--- src/rtl/bus_xfer_sequencer.sv ---
// bus_xfer_sequencer: two-port arbiter and drive/latch/release strobe sequencer for the
// shared 12-bit register bus. Optional macro BUSSEQ_FIXED_PRIO_EN gives port 0 strict priority.
`default_nettype none

module bus_xfer_sequencer #(
  parameter int NREG = 8
) (
  input  logic            CLK,
  input  logic            RESET,
  input  logic            req0,
  input  logic [2:0]      src0,
  input  logic [2:0]      dst0,
  output logic            done0,
  input  logic            req1,
  input  logic [2:0]      src1,
  input  logic [2:0]      dst1,
  output logic            done1,
  output logic            err,
  output logic            busy,
  output logic [NREG-1:0] oe,
  output logic [NREG-1:0] hold,
  output logic [NREG-1:0] latch
);

  localparam logic [1:0] IDLE    = 2'd0;
  localparam logic [1:0] DRIVE   = 2'd1;
  localparam logic [1:0] LATCH   = 2'd2;
  localparam logic [1:0] RELEASE = 2'd3;

  localparam logic [3:0]      NREG_LIM = 4'(NREG);
  localparam logic [NREG-1:0] ONE      = NREG'(1);

  logic [1:0] state;
  logic       gnt_port;
  logic [2:0] dst_q;

  logic       pick;
  logic [2:0] sel_src;
  logic [2:0] sel_dst;
  logic       bad;
  logic       noop;

`ifndef BUSSEQ_FIXED_PRIO_EN
  // 1 = port 1 was served last, so port 0 wins the next tie
  logic last_p1;
`endif

  always_comb begin
`ifdef BUSSEQ_FIXED_PRIO_EN
    pick = ~req0;
`else
    pick = (req0 & req1) ? ~last_p1 : req1;
`endif
    sel_src = pick ? src1 : src0;
    sel_dst = pick ? dst1 : dst0;
    bad     = ({1'b0, sel_src} >= NREG_LIM) || ({1'b0, sel_dst} >= NREG_LIM);
    noop    = (sel_src == sel_dst);
  end

  assign busy = (state != IDLE);

`ifndef BUSSEQ_FIXED_PRIO_EN
  always_ff @(posedge CLK) begin
    if (RESET) begin
      last_p1 <= 1'b1;
    end else if ((state == IDLE) && (req0 | req1)) begin
      last_p1 <= pick;
    end
  end
`endif

  // Strobes are all registered so they can clock the bus latches directly.
  always_ff @(posedge CLK) begin
    if (RESET) begin
      state    <= IDLE;
      gnt_port <= 1'b0;
      dst_q    <= 3'd0;
      oe       <= '0;
      hold     <= '1;
      latch    <= '0;
      done0    <= 1'b0;
      done1    <= 1'b0;
      err      <= 1'b0;
    end else begin
      done0 <= 1'b0;
      done1 <= 1'b0;
      err   <= 1'b0;
      case (state)
        IDLE: begin
          if (req0 | req1) begin
            gnt_port <= pick;
            dst_q    <= sel_dst;
            if (bad || noop) begin
              state <= RELEASE;
              done0 <= ~pick;
              done1 <= pick;
              err   <= bad;
            end else begin
              oe    <= ONE << sel_src;
              hold  <= ~(ONE << sel_dst);
              state <= DRIVE;
            end
          end
        end
        DRIVE: begin
          latch <= ONE << dst_q;
          state <= LATCH;
        end
        LATCH: begin
          latch <= '0;
          oe    <= '0;
          hold  <= '1;
          done0 <= ~gnt_port;
          done1 <= gnt_port;
          state <= RELEASE;
        end
        RELEASE: begin
          state <= IDLE;
        end
        default: begin
          state <= IDLE;
        end
      endcase
    end
  end

endmodule

`default_nettype wire

--- config.mk ---
export PLATFORM = sky130hd
export DESIGN_NAME = bus_xfer_sequencer
export DESIGN_NICKNAME = d
export VERILOG_FILES = /design/src/rtl/bus_xfer_sequencer.sv
export SDC_FILE = /design/constraint.sdc
export NUM_CORES = 1
export LEC_CHECK = 0
export ABC_AREA = 1
export BUFFER_PORTS_ARGS = -buffer_cell sky130_fd_sc_hd__buf_4
export CAP_MARGIN = 10
export CORE_MARGIN = 5
export CORE_UTILIZATION = 47
export DETAILED_ROUTE_END_ITERATION = 12
export HOLD_SLACK_MARGIN = 0.12
export PLACE_DENSITY = 0.83
export SYNTH_ARGS = -nofsm -noshare
export SYNTH_HDL_FRONTEND = slang
export SYNTH_SLANG_ARGS = --single-unit
--- constraint.sdc ---
create_clock -name CLK -period 1.4 [get_ports CLK]
set_input_delay 0.28 -clock CLK [delete_from_list [all_inputs] [get_ports CLK]]
set_output_delay 0.28 -clock CLK [all_outputs]
set_load 0.01 [all_outputs]
==> impl_metrics.yaml, run 1 <==
run_status:
  status: "finished, violations left"
  violations: "negative setup slack"
setup_path:
  start_kind: "register"
  timing.rr.start: "last_p1"
  cp.arrival_ns: 1.85
  regToRegEndpoint: "oe[1]"
  cp_max_fo: 11
  rr_worst_depth: 12
  crit_type: "reg -> reg"
  critical_path_required_ns: 1.63
  end_kind: "register"
  r2r_setup_slack_ns: -0.22
placed_design:
  dpl-instance-area_um2: 2280
  dp_hpwl_um: 3140
  globalplace.congestion: 0.871
  io_buffers: 42
route:
  dr.pass1.iters: 4
  vias: 1935
  ant_nets: 0
  top_layer: "met4"
  avgViaCountPerCell: 5.09
  drc: 0
  met3WireLength_um: 332
  drt-met1-wl_um: 1990
  routed-wl-met2_um: 2660
  wirelength_um: 5210
  routedWlPerCell_um: 13.7
  drt_first_iter_violations: 204
logic_synthesis:
  synth_area_um2: 1730
  yosysTopAreaCell: "dfxtp_1"
  synth_fa_ha_area_share_pct: 1.45
  synthTopCellsByArea: "dfxtp_1 38%, nand2_1 15%, nand3_1 8.7%"
  synthFlopType: "dfxtp_1"
  syn_nets: 275
  yosys.area.top_type_share_pct: 38.2
  synth_edf_count: 0
  yosys_warnings: 0
  ys_ff_latch: 33
  synth_top_family_by_area: "simple AND/OR/NAND/NOR gates"
  postSynthCellCount: 257
  synth_cell_types: 30
  async_reset_ff_share_pct: 0
  synth_seq_area_share_pct: 38.2
  synth_compound_area_share_pct: 7.59
  muxShareOfSynthArea_pct: 0
  synth_xor_area_share_pct: 0
  post_synth_and_or_nand_nor_area_fraction_pct: 41.6
  syn-mean-instance-area_um2: 6.74
sta:
  clock_skew_ns: 0.00962
  slew_viol_final: 0
  setup_slack_ns: -0.218
  setup_viol: 19
  clock.fmax_ghz: 0.618
  rsz0062_at_grt: "true"
  finalSetupTns_ns: -3.51
  fin_crit_sh_pct: 116
  finalHoldViolations: 0
  hold_slack_ns: 0.245
  fin_crit_ns: 1.62
final_layout:
  diodes: 0
  fin_nets: 349
  final_area_um2: 2680
  final_util_pct: 74.4
  n_fill_cell: 261
  drive_gt1_share_pct: 41.9
  syn_to_final_growth_pct: 54.8
global_route:
  grt_pass1_wl_um: 8360
  grt_pass1_vias: 1870
  grt_start_max_net_pins: 18
  grt_antenna_before_repair: 0
  grt.overflow.total: 0
  grt_usage_pct: 20.8
die:
  fp-row-count: 22
  die_width_um: 70.7
  pin_count: 44
  start_util_pct: 48.0
  coreArea_um2: 3610
  die_height_um: 70.7
  dieArea_um2: 5000
clock_network:
  root_buffer: "clkbuf_8"
  ctsHtreeMaxLevel: 2
  clkTransAtPathRegs_ns: 0.07
  ctsHoldBuffers: 0
  clock_latency_ns: 0.29
  cts.sinks: 33
  cts_buffers: 5
  cts_tree: "yes"
  clock_path_buffers: 2
power_and_ir_drop:
  leakage_nw: 1.32
  powerDensity_nw_per_um2: 1810
  peakVddDrop_uv: 987
run:
  maxCapViolations: 0
min_path:
  holdCritStartpoint: "RESET"
  hold_end: "latch[3]"
  whs_path_depth: 2
  hp-class: "in -> reg"
cell families (layout without fill, tap and decap cells):
group           count (synthesis)  in the layout
compound gates                 24             24
fa+ha+maj                       2              2
buf+inv                        41            114
flops                          33             33
other cells                     1              1
simple gates                  156            158
layout by cell type, fill, tap and decap left out, types with 4 or more instances in the layout:
master and instances:
buf_4 68, nand2_1 60, dfxtp_1 30, nor2_1 29, inv_1 25, nand3_1 22, nand2_2 13, a21oi_1 12
nand3_2 9, buf_6 8, nand2_4 6, clkbuf_8 5, nor2_4 4
state kept, by name (all words and copies together) (netlist names):
signal	flops
latch	8
dst_q	3
last_p1	1
state	2
hold	8
done1	1
done0	1
oe	8
gnt_port	1
critical path: stages, from the launching register on:
cell and delay [ns]:
dfxtp_4 0.36, nand2_4 0.10, nand2_4 0.12, nand2_1 0.10
nand2_2 0.07, nand2_2 0.07, nand2_2 0.07, nor2_4 0.22
buf_6 0.15, nand2_8 0.07, nand3_1 0.07, nand2_1 0.05
nor2_1 0.09
where the power goes:
group	switching (W)	internal, W	total (W)
Sequential	0.000154	0.00120	0.00135
Combinational	0.00129	0.00113	0.00243
Clock	0.000365	0.000707	0.00107
cells in the mapped netlist (all sizes together), types with 2 or more instances:
| master | number |
|---|---|
| inv | 28 |
| buf | 8 |
| dfxtp | 33 |
| o21ai | 4 |
| clkbuf | 4 |
| nor2 | 35 |
| a22oi | 2 |
| nand3 | 31 |
| nand2 | 80 |
| a21oi | 15 |
| o21a | 2 |
| nand3b | 3 |
| ha | 2 |
| nor3 | 4 |
repair_timing:
| action | 4_1_cts | 5_1_grt |
|---|---|---|
| pin swaps | 13 | 3 |
| gates resized for setup | 28 | 19 |
| setup endpoints to repair | 21 | 31 |
| buffers inserted | 6 | 1 |
| cloned | 2 | 0 |
cell type report:
type / instances / area (um^2) / share of cell area (%)
Clock inverter: 3 / 65.1 / 2.43
Multi-Input combinational cell: 185 / 1080 / 40.4
Inverter: 29 / 118 / 4.39
Sequential cell: 33 / 667 / 24.9
Timing Repair Buffer: 77 / 621 / 23.1
Tap cell: 48 / 60.1 / 2.24
Clock buffer: 5 / 68.8 / 2.57
metrics by stage:
step	std cells	power (W)	setup slack, ns
final	380	0.00485	-0.218
after global routing	380	0.00517	-0.293
after CTS	379	0.00468	-0.165
after detailed placement	363	0.00329	-0.284
after global placement	363	0.00325	-0.215
after floorplan	257	0.00259	-0.0435
how the worst max path moves through the flow:
stage               startpoint       to  slack [ns]  cells past startpoint
CTS                    last_p1  hold[5]       -0.17                     11
global route           last_p1    oe[5]       -0.29                     12
floorplan              last_p1    oe[1]       -0.04                     12
detailed placement        req0    oe[5]       -0.28                     13
finish                 last_p1    oe[1]       -0.22                     12
global placement          req0    oe[2]       -0.21                     13
layer usage:
metal	up-vias	track usage, %
li1	957	-
met1	893	23.3
met2	65	35.5
met3	20	5.40
met4	0	11.9
met5	-	0
Note: power is estimated with default switching activity, not from simulation.
==> run 2, diff against run 1 <==
CORE_UTILIZATION = 35   (was 47)
PLACE_DENSITY = 0.67   (was 0.83)
==> impl_metrics.yaml, run 2 (synthesis results as in run 1) <==
run_status:
  status: "finished, violations left"
  violations: "negative setup slack"
setup_path:
  crit_type: "reg -> reg"
  end_kind: "register"
  cp_max_fo: 8
  slowest_delay_ns: 0.35
  timing.rr.start: "last_p1"
  path_delay_family: "simple AND/OR/NAND/NOR gates"
  critical_path_required_ns: 1.59
  crit_top_cell: "nand2_1"
  crit_start: "last_p1"
  cp.arrival_ns: 1.72
  cp_cell_sequence: "nand2_4 -> buf_6 -> nand3b_1 -> nand2_1 -> nand2_1 -> nand2_2 -> nor2_4 -> buf_12 -> nand2_8 -> nand2_8 -> nand2_1 -> nand2_1 -> nor2_1"
  critPathBufInv: 2
  crit_slowest_cell: "dfxtp_2"
  start_kind: "register"
final_layout:
  fin_cells: 400
  final_common_cell: "buf_4"
  fin_nets: 350
  final_util_pct: 54.9
  final_area_um2: 2610
  syn_to_final_growth_pct: 50.8
  final_cell_mix: "70 x buf_4, 57 x nand2_1, 31 x dfxtp_1"
  diodes: 0
  n_fill_cell: 485
  drive_gt1_share_pct: 39.9
  largestRegisters: "hold x8, latch x8, oe x8"
clock_network:
  cts_buffers: 5
  root_buffer: "clkbuf_8"
  cts_tree: "yes"
  cts.sinks: 33
  ctsHtreeMaxLevel: 2
  clkTransAtPathRegs_ns: 0.07
  clock_latency_ns: 0.28
  clock_path_buffers: 2
route:
  vias: 1858
  drt_first_iter_violations: 76
  wirelength_um: 4450
  ant_nets: 0
  avgViaCountPerCell: 4.65
  dr.pass1.iters: 4
  drc: 0
  routedWlPerCell_um: 11.1
sta:
  fin_crit_ns: 1.53
  fin_crit_sh_pct: 109
  finalHoldViolations: 0
  setup_viol: 19
  hold_slack_ns: 0.248
  clock_skew_ns: 0.00729
  clock.fmax_ghz: 0.653
  rsz0062_at_grt: "true"
  setup_slack_ns: -0.132
  slew_viol_final: 0
die:
  coreArea_um2: 4750
  start_util_pct: 36.4
  dieArea_um2: 6450
  die_height_um: 80.3
  die_width_um: 80.3
  fp-row-count: 25
  pin_count: 44
placed_design:
  dpl-instance-area_um2: 2320
  dp_hpwl_um: 3090
  place_inst: 383
  io_buffers: 42
  globalplace.congestion: 0.816
global_route:
  grt-busiest-layer: "met2"
  grt_pass1_wl_um: 7400
  grt_pass1_vias: 1711
  grt.overflow.total: 0
  grt_start_max_net_pins: 19
  met1_usage_pct: 18.2
  grt_util_met2_pct: 23.7
  grt_antenna_before_repair: 0
  grt_usage_pct: 14.4
  use_met3_pct: 4.04
run:
  maxCapViolations: 0
power_and_ir_drop:
  powerDensity_nw_per_um2: 1670
  peakVddDrop_uv: 1220
  leakage_nw: 1.29
min_path:
  hp-class: "in -> reg"
  holdCritStartpoint: "RESET"
## run 2: power breakdown
part | internal [W] | switching [W]
combinational | 0.00110 | 0.00124
clock | 0.000344 | 0.000333
sequential | 0.00119 | 0.000147
total | 0.00264 | 0.00172
## run 2: layout make-up
cell class	count	area [um^2]	area share, %
clock buffer	6	72.6	2.78
clock inverter	2	10.0	0.383
inverter	29	109	4.17
multi-input combinational	187	1060	40.7
sequential	33	663	25.4
tap	67	83.8	3.21
timing repair buffer	76	611	23.4
## run 2: path summary, 6_finish.rpt
check        endpoint  depth (start not counted)  slack [ns]
max             oe[7]                         13       -0.13
min          latch[3]                          2        0.25
max reg2reg     oe[7]                         13       -0.13
min reg2reg   hold[2]                          2        0.46
## run 2: layer usage
| layer | wire (um) | vias up | share of wire [%] |
|---|---|---|---|
| met2 | 2120 | 45 | 48 |
| li1 | - | 957 | - |
| met3 | 225 | 9 | 5.1 |
| met5 | 0 | - | 0 |
| met1 | 2050 | 847 | 46 |
| met4 | 57 | 0 | 1.3 |
## run 2: repair_timing
item                                    CTS  global route
gates resized for setup                  13            19
setup buffers                             4             1
hold buffers                              0             0
endpoints found under the setup margin   20            24
cloned                                    4             0
pin swaps                                 4            14
## run 2: metrics by stage
step / power [W] / setup TNS, ns / setup slack [ns]
5_1_grt: 0.00470 / -3.58 / -0.213
4_1_cts: 0.00425 / -1.85 / -0.123
3_5_place_dp: 0.00329 / -4.03 / -0.300
3_3_place_gp: 0.00327 / -3.40 / -0.238
2_1_floorplan: 0.00259 / -0.329 / -0.0435
6_report: 0.00436 / -2.07 / -0.132
